==> src/rtl/motor_pwm_bridge.sv <==
// Multi-channel H-bridge PWM driver: shared timebase, sticky delayed standby release,
// wrap-aligned duty updates and a brake dead-time on fwd<->rev reversal.
// Optional per-period duty ramping is enabled by defining MOTOR_PWM_RAMP_EN.
module motor_pwm_bridge #(
  parameter int NCH         = 2,
  parameter int PWM_BITS    = 11,
  parameter int DUTY_BITS   = 8,
  parameter int STBY_LOG2   = 27,
  parameter int DEAD_CYCLES = 1024,
  parameter int RAMP_STEP   = 8
) (
  input  logic           clk_i,
  input  logic           rst_ni,
  input  logic           we_i,
  input  logic [2:0]     sel_i,
  input  logic [31:0]    ctrl_i,
  output logic           stby_o,
  output logic [NCH-1:0] in1_o,
  output logic [NCH-1:0] in2_o,
  output logic [NCH-1:0] pwm_o,
  output logic [NCH-1:0] busy_o
);

  localparam int DEAD_W = $clog2(DEAD_CYCLES + 1);
  // Step clamped so it always fits the DUTY_BITS+1 working width.
  localparam int RS = (RAMP_STEP > (1 << DUTY_BITS)) ? (1 << DUTY_BITS) : RAMP_STEP;
  localparam logic [DUTY_BITS:0] RSTEP = (DUTY_BITS + 1)'(RS);

  typedef enum logic {ST_RUN, ST_DEAD} state_t;

  logic [PWM_BITS-1:0]  cnt_reg;
  logic [STBY_LOG2:0]   stby_cnt_reg;
  logic                 wrap;
  logic [DUTY_BITS-1:0] cmp_val;
  logic                 unused_ok;

  assign wrap      = &cnt_reg;
  assign cmp_val   = cnt_reg[PWM_BITS-1 -: DUTY_BITS];
  assign stby_o    = stby_cnt_reg[STBY_LOG2];
  assign unused_ok = ^{ctrl_i, RSTEP};

  always_ff @(posedge clk_i or negedge rst_ni) begin
    if (!rst_ni) begin
      cnt_reg      <= '0;
      stby_cnt_reg <= '0;
    end else begin
      cnt_reg <= cnt_reg + 1'b1;
      // Saturates once the top bit is set, which keeps stby_o sticky.
      if (!stby_cnt_reg[STBY_LOG2])
        stby_cnt_reg <= stby_cnt_reg + 1'b1;
    end
  end

  genvar gi;
  generate
    for (gi = 0; gi < NCH; gi++) begin : g_ch
      state_t               state_reg, state_next;
      logic [1:0]           tgt_dir_reg;
      logic [DUTY_BITS-1:0] tgt_duty_reg;
      logic [1:0]           dir_reg, dir_next;
      logic [DUTY_BITS-1:0] duty_reg, duty_next, duty_wrap;
      logic [DEAD_W-1:0]    dead_reg, dead_next;
      logic                 in1_reg, in2_reg, pwm_reg;
      logic                 wr_hit, reversal;

      assign wr_hit   = we_i && (sel_i == 3'(gi));
      assign reversal = ((dir_reg == 2'b01) && (tgt_dir_reg == 2'b10)) ||
                        ((dir_reg == 2'b10) && (tgt_dir_reg == 2'b01));

`ifdef MOTOR_PWM_RAMP_EN
      always_comb begin
        duty_wrap = tgt_duty_reg;
        if (tgt_duty_reg > duty_reg) begin
          if (({1'b0, tgt_duty_reg} - {1'b0, duty_reg}) > RSTEP)
            duty_wrap = duty_reg + RSTEP[DUTY_BITS-1:0];
        end else if (duty_reg > tgt_duty_reg) begin
          if (({1'b0, duty_reg} - {1'b0, tgt_duty_reg}) > RSTEP)
            duty_wrap = duty_reg - RSTEP[DUTY_BITS-1:0];
        end
      end
`else
      assign duty_wrap = tgt_duty_reg;
`endif

      always_comb begin
        state_next = state_reg;
        dir_next   = dir_reg;
        duty_next  = duty_reg;
        dead_next  = dead_reg;
        case (state_reg)
          ST_RUN: begin
            if (wrap)
              duty_next = duty_wrap;
            if (reversal) begin
              state_next = ST_DEAD;
              dir_next   = 2'b11;
              duty_next  = '0;
              dead_next  = DEAD_W'(DEAD_CYCLES);
            end else if (tgt_dir_reg != dir_reg) begin
              dir_next = tgt_dir_reg;
            end
          end
          ST_DEAD: begin
            dead_next = dead_reg - 1'b1;
            // Exit applies whatever target is current; no second dead-time.
            if (dead_reg == DEAD_W'(1)) begin
              state_next = ST_RUN;
              dir_next   = tgt_dir_reg;
              duty_next  = '0;
            end
          end
          default: state_next = ST_RUN;
        endcase
      end

      always_ff @(posedge clk_i or negedge rst_ni) begin
        if (!rst_ni) begin
          state_reg    <= ST_RUN;
          tgt_dir_reg  <= '0;
          tgt_duty_reg <= '0;
          dir_reg      <= '0;
          duty_reg     <= '0;
          dead_reg     <= '0;
          in1_reg      <= 1'b0;
          in2_reg      <= 1'b0;
          pwm_reg      <= 1'b0;
        end else begin
          state_reg <= state_next;
          dir_reg   <= dir_next;
          duty_reg  <= duty_next;
          dead_reg  <= dead_next;
          if (wr_hit) begin
            tgt_dir_reg  <= ctrl_i[17:16];
            tgt_duty_reg <= ctrl_i[DUTY_BITS-1:0];
          end
          in1_reg <= dir_reg[1];
          in2_reg <= dir_reg[0];
          pwm_reg <= (cmp_val < duty_reg);
        end
      end

      assign in1_o[gi]  = in1_reg & stby_o;
      assign in2_o[gi]  = in2_reg & stby_o;
      assign pwm_o[gi]  = pwm_reg & stby_o;
      assign busy_o[gi] = (state_reg == ST_DEAD);
    end
  endgenerate

endmodule

==> config.mk <==
export PLATFORM = sky130hd
export DESIGN_NAME = motor_pwm_bridge
export DESIGN_NICKNAME = d
export VERILOG_FILES = /design/src/rtl/motor_pwm_bridge.sv
export SDC_FILE = /design/constraint.sdc
export NUM_CORES = 1
export LEC_CHECK = 0
export CORE_MARGIN = 4
export CORE_UTILIZATION = 50
export DETAILED_ROUTE_END_ITERATION = 10
export PLACE_DENSITY = 0.81
export SYNTH_ARGS = -nofsm -noshare
export SYNTH_HDL_FRONTEND = slang
export SYNTH_SLANG_ARGS = --single-unit
==> constraint.sdc <==
create_clock -name clk_i -period 2.6 [get_ports clk_i]
set_clock_uncertainty 0.1 [all_clocks]
set_input_delay 0.26 -clock clk_i [delete_from_list [all_inputs] [get_ports clk_i]]
set_output_delay 0.26 -clock clk_i [all_outputs]
set_load 0.005 [all_outputs]
Word-level counts from Yosys, hierarchy flattened
Index checks and enable logic that the tools add are counted.
{ "totals": {"wordCells": 97, "output_inout_bits": 9, "ff_bits": 109, "in_bits": 38} }
{ "op_classes": {"add_sub_neg": 4, "eq_ne": 21, "n_lt_le_gt_ge": 2, "mux": 27, "reduce_logical": 14, "bitwise": 8} }
{ "op_table": {"columns": ["cell", "count"], "rows": [
  ["8-bit two-way mux", 6],
  ["11-bit case mux with 2 select lines", 2],
  ["8-bit case mux with 2 select lines", 2],
  ["28-bit by 1-bit adder with 28-bit output (second input constant)", 1],
  ["28-bit two-way mux", 1],
  ["11-bit by 1-bit == test with 1-bit output (second input constant)", 2],
  ["11-bit two-way mux", 2],
  ["11-bit by 1-bit subtractor with 11-bit output (second input constant)", 2],
  ["8-bit < comparator", 2],
  ["2-bit two-way mux", 6],
  ["3-bit != test (second input constant)", 4],
  ["11-bit by 1-bit adder with 11-bit output (second input constant)", 1],
  ["11-bit AND reduction", 1],
  ["2-bit by 1-bit == test with 1-bit output (second input constant)", 4],
  ["2-bit == test (second input constant)", 4],
  ["2-bit case mux with 2 select lines", 2],
  ["2-bit AND reduction", 4],
  ["1-bit bitwise AND", 6],
  ["1-bit logical AND", 6],
  ["1-bit two-way mux", 4],
  ["2-bit by 1-bit != test with 1-bit output (second input constant)", 2],
  ["2-bit != test", 2],
  ["2-bit != test (second input constant)", 2],
  ["1-bit case mux with 2 select lines", 2],
  ["other kinds (4)", 6]
]} }

Longest topological paths before layout
{ "logic_depth": {"word_depth": 5, "depth_mapped": 7, "mapped_depth_nobuf": 6} }

Worst setup path after synthesis
No wires, ideal clock.
{ "synth_path": {"path_kind": "reg-to-reg", "start": "register g_ch[1].dead_reg[1]", "end": "register g_ch[1].dir_reg[0]", "setup_time_ns": 0.123, "synth_period_minus_slack_ns": 1.855, "path_buffers": 1, "stages_incl_launch_ff": 8, "slack_ns": 0.745, "arrival_time_ns": 1.631, "required_time_ns": 2.377, "path_cell_list": "dfrtp_1 > inv_1 > ha_1 > or4b_1 > o31a_1 > clkbuf_1 > o21ai_0 > nand2_1"} }
{ "synth_between": {"elab_chain_cells": 3} }
{ "synth_rtl": {"columns": ["item", "line", "rtl"], "rows": [
  ["from (decl)", "62", "logic [DEAD_W-1:0] dead_reg, dead_next;"],
  ["from (signal assigned)", "131", "dead_reg <= dead_next;"],
  ["11-bit by 1-bit == test with 1-bit output", "106", "if (dead_reg == DEAD_W'(1)) begin"],
  ["2-bit by 1-bit != test with 1-bit output (no source line)", null, null],
  ["2-bit AND reduction (no source line)", null, null],
  ["to (signal assigned)", "129", "dir_reg <= dir_next;"],
  ["to (decl)", "60", "logic [1:0] dir_reg, dir_next;"]
]} }
Every way passes these cells.
A chain may end at the register's enable or synchronous reset.

Worst setup path after layout
{ "layout_path": {"start": "register stby_cnt_reg[0]", "end": "register stby_cnt_reg[24]"} }
{ "layout_between": {"elab_chain_cells": 1} }
{ "layout_rtl": {"columns": ["item", "line", "rtl"], "rows": [
  ["from (decl)", "32", "logic [STBY_LOG2:0] stby_cnt_reg;"],
  ["from (signal assigned)", "50", "stby_cnt_reg <= stby_cnt_reg + 1'b1;"],
  ["28-bit by 1-bit adder with 28-bit output", "50", null]
]} }
Every way passes these cells.

==> flow_results.org <==
** Run status
- The run finished with clean final reports.

** STA
- The worst pin sits at a relative slew slack of 23.7%.
- Period utilization :: 79.5%
- The max-slew violation total from the final report is 0.
- The number of hold violations in the final report was 0.
- After routing, the total negative slack on setup checks comes to 0 ps.
- Setup violations remaining at the end of the flow were counted as 0.
- After layout, the worst setup slack is 533 ps.
- The smallest clock period supported by the final layout is computed as 2070 ps.
- Hold slack final :: 328 ps
- Setup repair after global routing missed its margin :: no
- Transition at the pin with the smallest max-transition slack :: 1140 ps
- Static timing analysis puts the maximum clock frequency at 0.484 GHz.

** Clock tree
- Clock tree synthesis selected as its root buffer the cell sky130_fd_sc_hd__clkbuf_8.
- Gates resized during post-CTS repair numbered 0.
- The clock reaches the later pin of the worst-skew pair after 370 ps.
- Clock tree from TritonCTS :: yes
- Clock tree synthesis found a total of 109 sinks.
- CTS clock-pin slew for the worst setup and hold paths :: 90 ps
- Number of buffers on the longest clock path :: 2
- The number of clock buffers added by TritonCTS is 9.
- The number of setup buffers added after CTS is 0.
- H-tree depth :: 3

** Synth
- After synthesis the netlist holds a flip-flop and latch count of 109.
- Among all flip-flop cells after synthesis, the most frequent one is sky130_fd_sc_hd__dfrtp_1.
- The mapped netlist covers 5180 um^2.
- Number of synthesis warnings :: 0
- Fraction of synthesized area in multiplexers :: 4.52%
- By area, the combinational part of the netlist is dominated by simple AND/OR/NAND/NOR gates.
- Complex-gate fraction of the synthesized area :: 8.75%
- The number of nets in the synthesized netlist is 540.
- Counting flops with an async set or reset pin after synthesis yields a share of 100%.
- After Yosys synthesis, and, or, nand and nor cells account for 19.7% of the synthesized area.
- Sequential cells were found to cover 52.7% of the synthesized design area.
- Summing the areas of all xor and xnor instances in the mapped netlist gives 6.09% of the synthesized area.
- Synth area leaders :: sky130_fd_sc_hd__dfrtp_1 (53%), sky130_fd_sc_hd__ha_1 (4.8%), sky130_fd_sc_hd__nand2_1 (4.4%)
- Average instance area after synthesis :: 10.7 um^2
- Adder-cell share of the synthesized area :: 4.83%
- Number of cells produced by synthesis :: 482
- Netlist cell types :: 51
- Cell taking the most area after synthesis :: sky130_fd_sc_hd__dfrtp_1
- Number of flops mapped to enable cells by yosys :: 0
- Top-area cell type share of the netlist area :: 52.7%

** Global routing
- The number of antenna violations at the first check in global routing is 0.
- Number of global-route vias before repair :: 3847
- Pin count of the biggest net entering global routing :: 46
- After global routing the overflow that remains totals 0.
- Wire length of the first global-routing pass :: 17500 um
- Overall Global Routing Usage :: 18.4%

** Place
- At the end of routability-driven placement, the weighted congestion stood at 0.819.
- Placement Setup Slack :: 569 ps
- In this run the tool buffered the top-level ports with 24 buffer cells.
- Including well taps, the total number of placed cells is 633.
- After legalization and detailed placement, the total HPWL measured 7010 um.

** Route
- Via count :: 3632
- Iteration-0 DRC Markers :: 159
- Detail-routed via count per cell :: 5.60
- Mean routed wirelength per cell :: 15.2 um
- DRT antenna net count :: 0
- Number of remaining DRC errors :: 0
- The routed design has 9820 um of wire.
- Before antenna repair, the detailed router went through 4 iterations.

** Layout
- The number of antenna diodes in the final layout is 0.
- Share of the core filled with cells :: 58.7%
- Commonest non-fill, non-tap cells in the layout :: sky130_fd_sc_hd__dfrtp_1 (109), sky130_fd_sc_hd__nand2_1 (61), sky130_fd_sc_hd__nand3_1 (42)
- Layout cell share with drive strength beyond 1 :: 11.7%
- Max reg flops :: 28
- After filler insertion, the fill cell instance count of the layout stands at 835.
- The library cell used most frequently in the layout, excluding fill and tap cells, is sky130_fd_sc_hd__dfrtp_1.
- Net total in the final layout :: 570
- Non-filler instance count after layout :: 648
- Layout area overhead :: 12.4%

** Power and ir drop
- Sequential share of power :: 53.1%
- Power per unit of standard cell area :: 738 nW/um^2
- Summed over all cells, the static leakage comes to 0.00250 uW.
- Switching Fraction :: 31.5%
- Summed over all nets, the switching power comes to 1350 uW.
- Clock network fraction of design power :: 25.0%
- Part of the power in combinational logic :: 21.9%
- Power Internal :: 2940 uW
- IR Drop Worst-Case VDD :: 0.392 mV

** Worst setup path
- Along the worst path, the maximum fanout reaches 8.
- The signal on the critical path passes through ha_1, and3b_1, or4b_1, nor3_2, xor2_1.
- The worst setup path is captured at a register.
- By startpoint and endpoint, the worst setup path is classified as register to register.
- Worst stage delay on the critical path :: 670 ps
- Depth of the most critical reg-to-reg path :: 5
- On the critical path, the stage with the largest delay is an instance of sky130_fd_sc_hd__or4b_1.
- Arrival time of data at the critical path endpoint :: 2250 ps
- STA classifies the critical path startpoint as a register.
- Data on the critical path is required at its endpoint by 2780 ps.

** Floorplanning
- Area of the placeable core :: 9910 um^2
- Die Span Y :: 110 um
- Number of standard-cell rows in the floorplan :: 36
- For this configuration, the core starts out at a cell density of 52.2%.
- 47 I/O pins were placed.
- Horizontal die dimension :: 110 um
- The die covers 12000 um^2.

** Job
- Max_cap viols :: 0

** Worst hold path
- In this run the worst hold path is classified as input pin to asynchronous set/reset pin.
metal layers:
| layer | routed length, um | vias to the layer above | track usage [%] |
|---|---|---|---|
| met5 | 0 | - | 0 |
| met4 | 89 | 0 | 4.81 |
| met3 | 368 | 9 | 5.23 |
| met2 | 5130 | 59 | 32.3 |
| met1 | 4230 | 1818 | 22.2 |
| li1 | - | 1746 | - |
through the flow:
step	power, uW	cell area (um^2)
final	4290	5820
after CTS	4330	5820
after global placement	3150	5610
after global routing	4570	5820
after floorplan	2900	5180
after detailed placement	3250	5610
Yosys cell counts (5+ instances only):
cell type / count
sky130_fd_sc_hd__and2_1: 8
sky130_fd_sc_hd__and3_1: 5
sky130_fd_sc_hd__clkbuf_1: 9
sky130_fd_sc_hd__dfrtp_1: 109
sky130_fd_sc_hd__ha_1: 20
sky130_fd_sc_hd__inv_1: 26
sky130_fd_sc_hd__mux2_2: 19
sky130_fd_sc_hd__nand2_1: 61
sky130_fd_sc_hd__nand2b_1: 7
sky130_fd_sc_hd__nand3_1: 42
sky130_fd_sc_hd__nor2_1: 13
sky130_fd_sc_hd__nor3_1: 9
sky130_fd_sc_hd__nor3_2: 6
sky130_fd_sc_hd__o211ai_1: 17
sky130_fd_sc_hd__o21ai_0: 26
sky130_fd_sc_hd__xnor2_1: 21
sky130_fd_sc_hd__xor2_1: 15
final cells by class:
class                   instances  area (um^2)  area share, %
inverters                      26         97.6           1.68
multi-input cells             331         2290           39.4
clock inverters                 5         77.6           1.33
clock buffers                   9          124           2.13
well taps                     133          166           2.86
flip-flops and latches        109         2730           46.9
repair buffers                 35          335           5.76
power by group through the flow:
stage | clock network, uW | logic, uW | registers, uW
2_1_floorplan | 0 | 695 | 2210
3_3_place_gp | 0 | 883 | 2270
3_5_place_dp | 0 | 947 | 2300
4_1_cts | 1100 | 954 | 2270
5_1_grt | 1160 | 1080 | 2330
6_report | 1070 | 942 | 2280
path summary, 6_finish.rpt:
check / end / from / slack, ps
max: stby_cnt_reg[24]$_DFFE_PN0N_ / stby_cnt_reg[0]$_DFFE_PN0N_ / 530
min: g_ch[0].dead_reg[7]$_DFFE_PN0P_ / rst_ni / 330
max reg2reg: stby_cnt_reg[24]$_DFFE_PN0N_ / stby_cnt_reg[0]$_DFFE_PN0N_ / 530
min reg2reg: g_ch[0].dead_reg[10]$_DFFE_PN0P_ / g_ch[0].dead_reg[10]$_DFFE_PN0P_ / 360
max in group asynchronous: g_ch[0].duty_wrap[0]$_DFFE_PN0P_ / rst_ni / 1320
min in group clk_i: g_ch[0].dead_reg[10]$_DFFE_PN0P_ / g_ch[0].dead_reg[10]$_DFFE_PN0P_ / 360
what timing repair did:
item | CTS | global route
endpoints found under the setup margin | 0 | 0
endpoints found under the hold margin | 43 | 0
hold buffers | 1 | 0
cells by family (layout without fill, tap and decap cells):
logic type                 after synthesis  in the layout
DFF                                    109            109
muxes                                   21             21
AOI/OAI and AO/OA                       68             68
buffers and inverters                   42             75
and+or+nand+nor                        186            186
xor gates and xnor gates                36             36
adders and majority gates               20             20
critical path: cells and delay by family, from the launching register on:
| kind | cells | cell delay [ps] |
|---|---|---|
| fa+ha+maj | 1 | 180 |
| xor+xnor | 1 | 200 |
| simple gates | 3 | 1110 |
| flops | 1 | 400 |
Power figures use the tool's default switching activity.
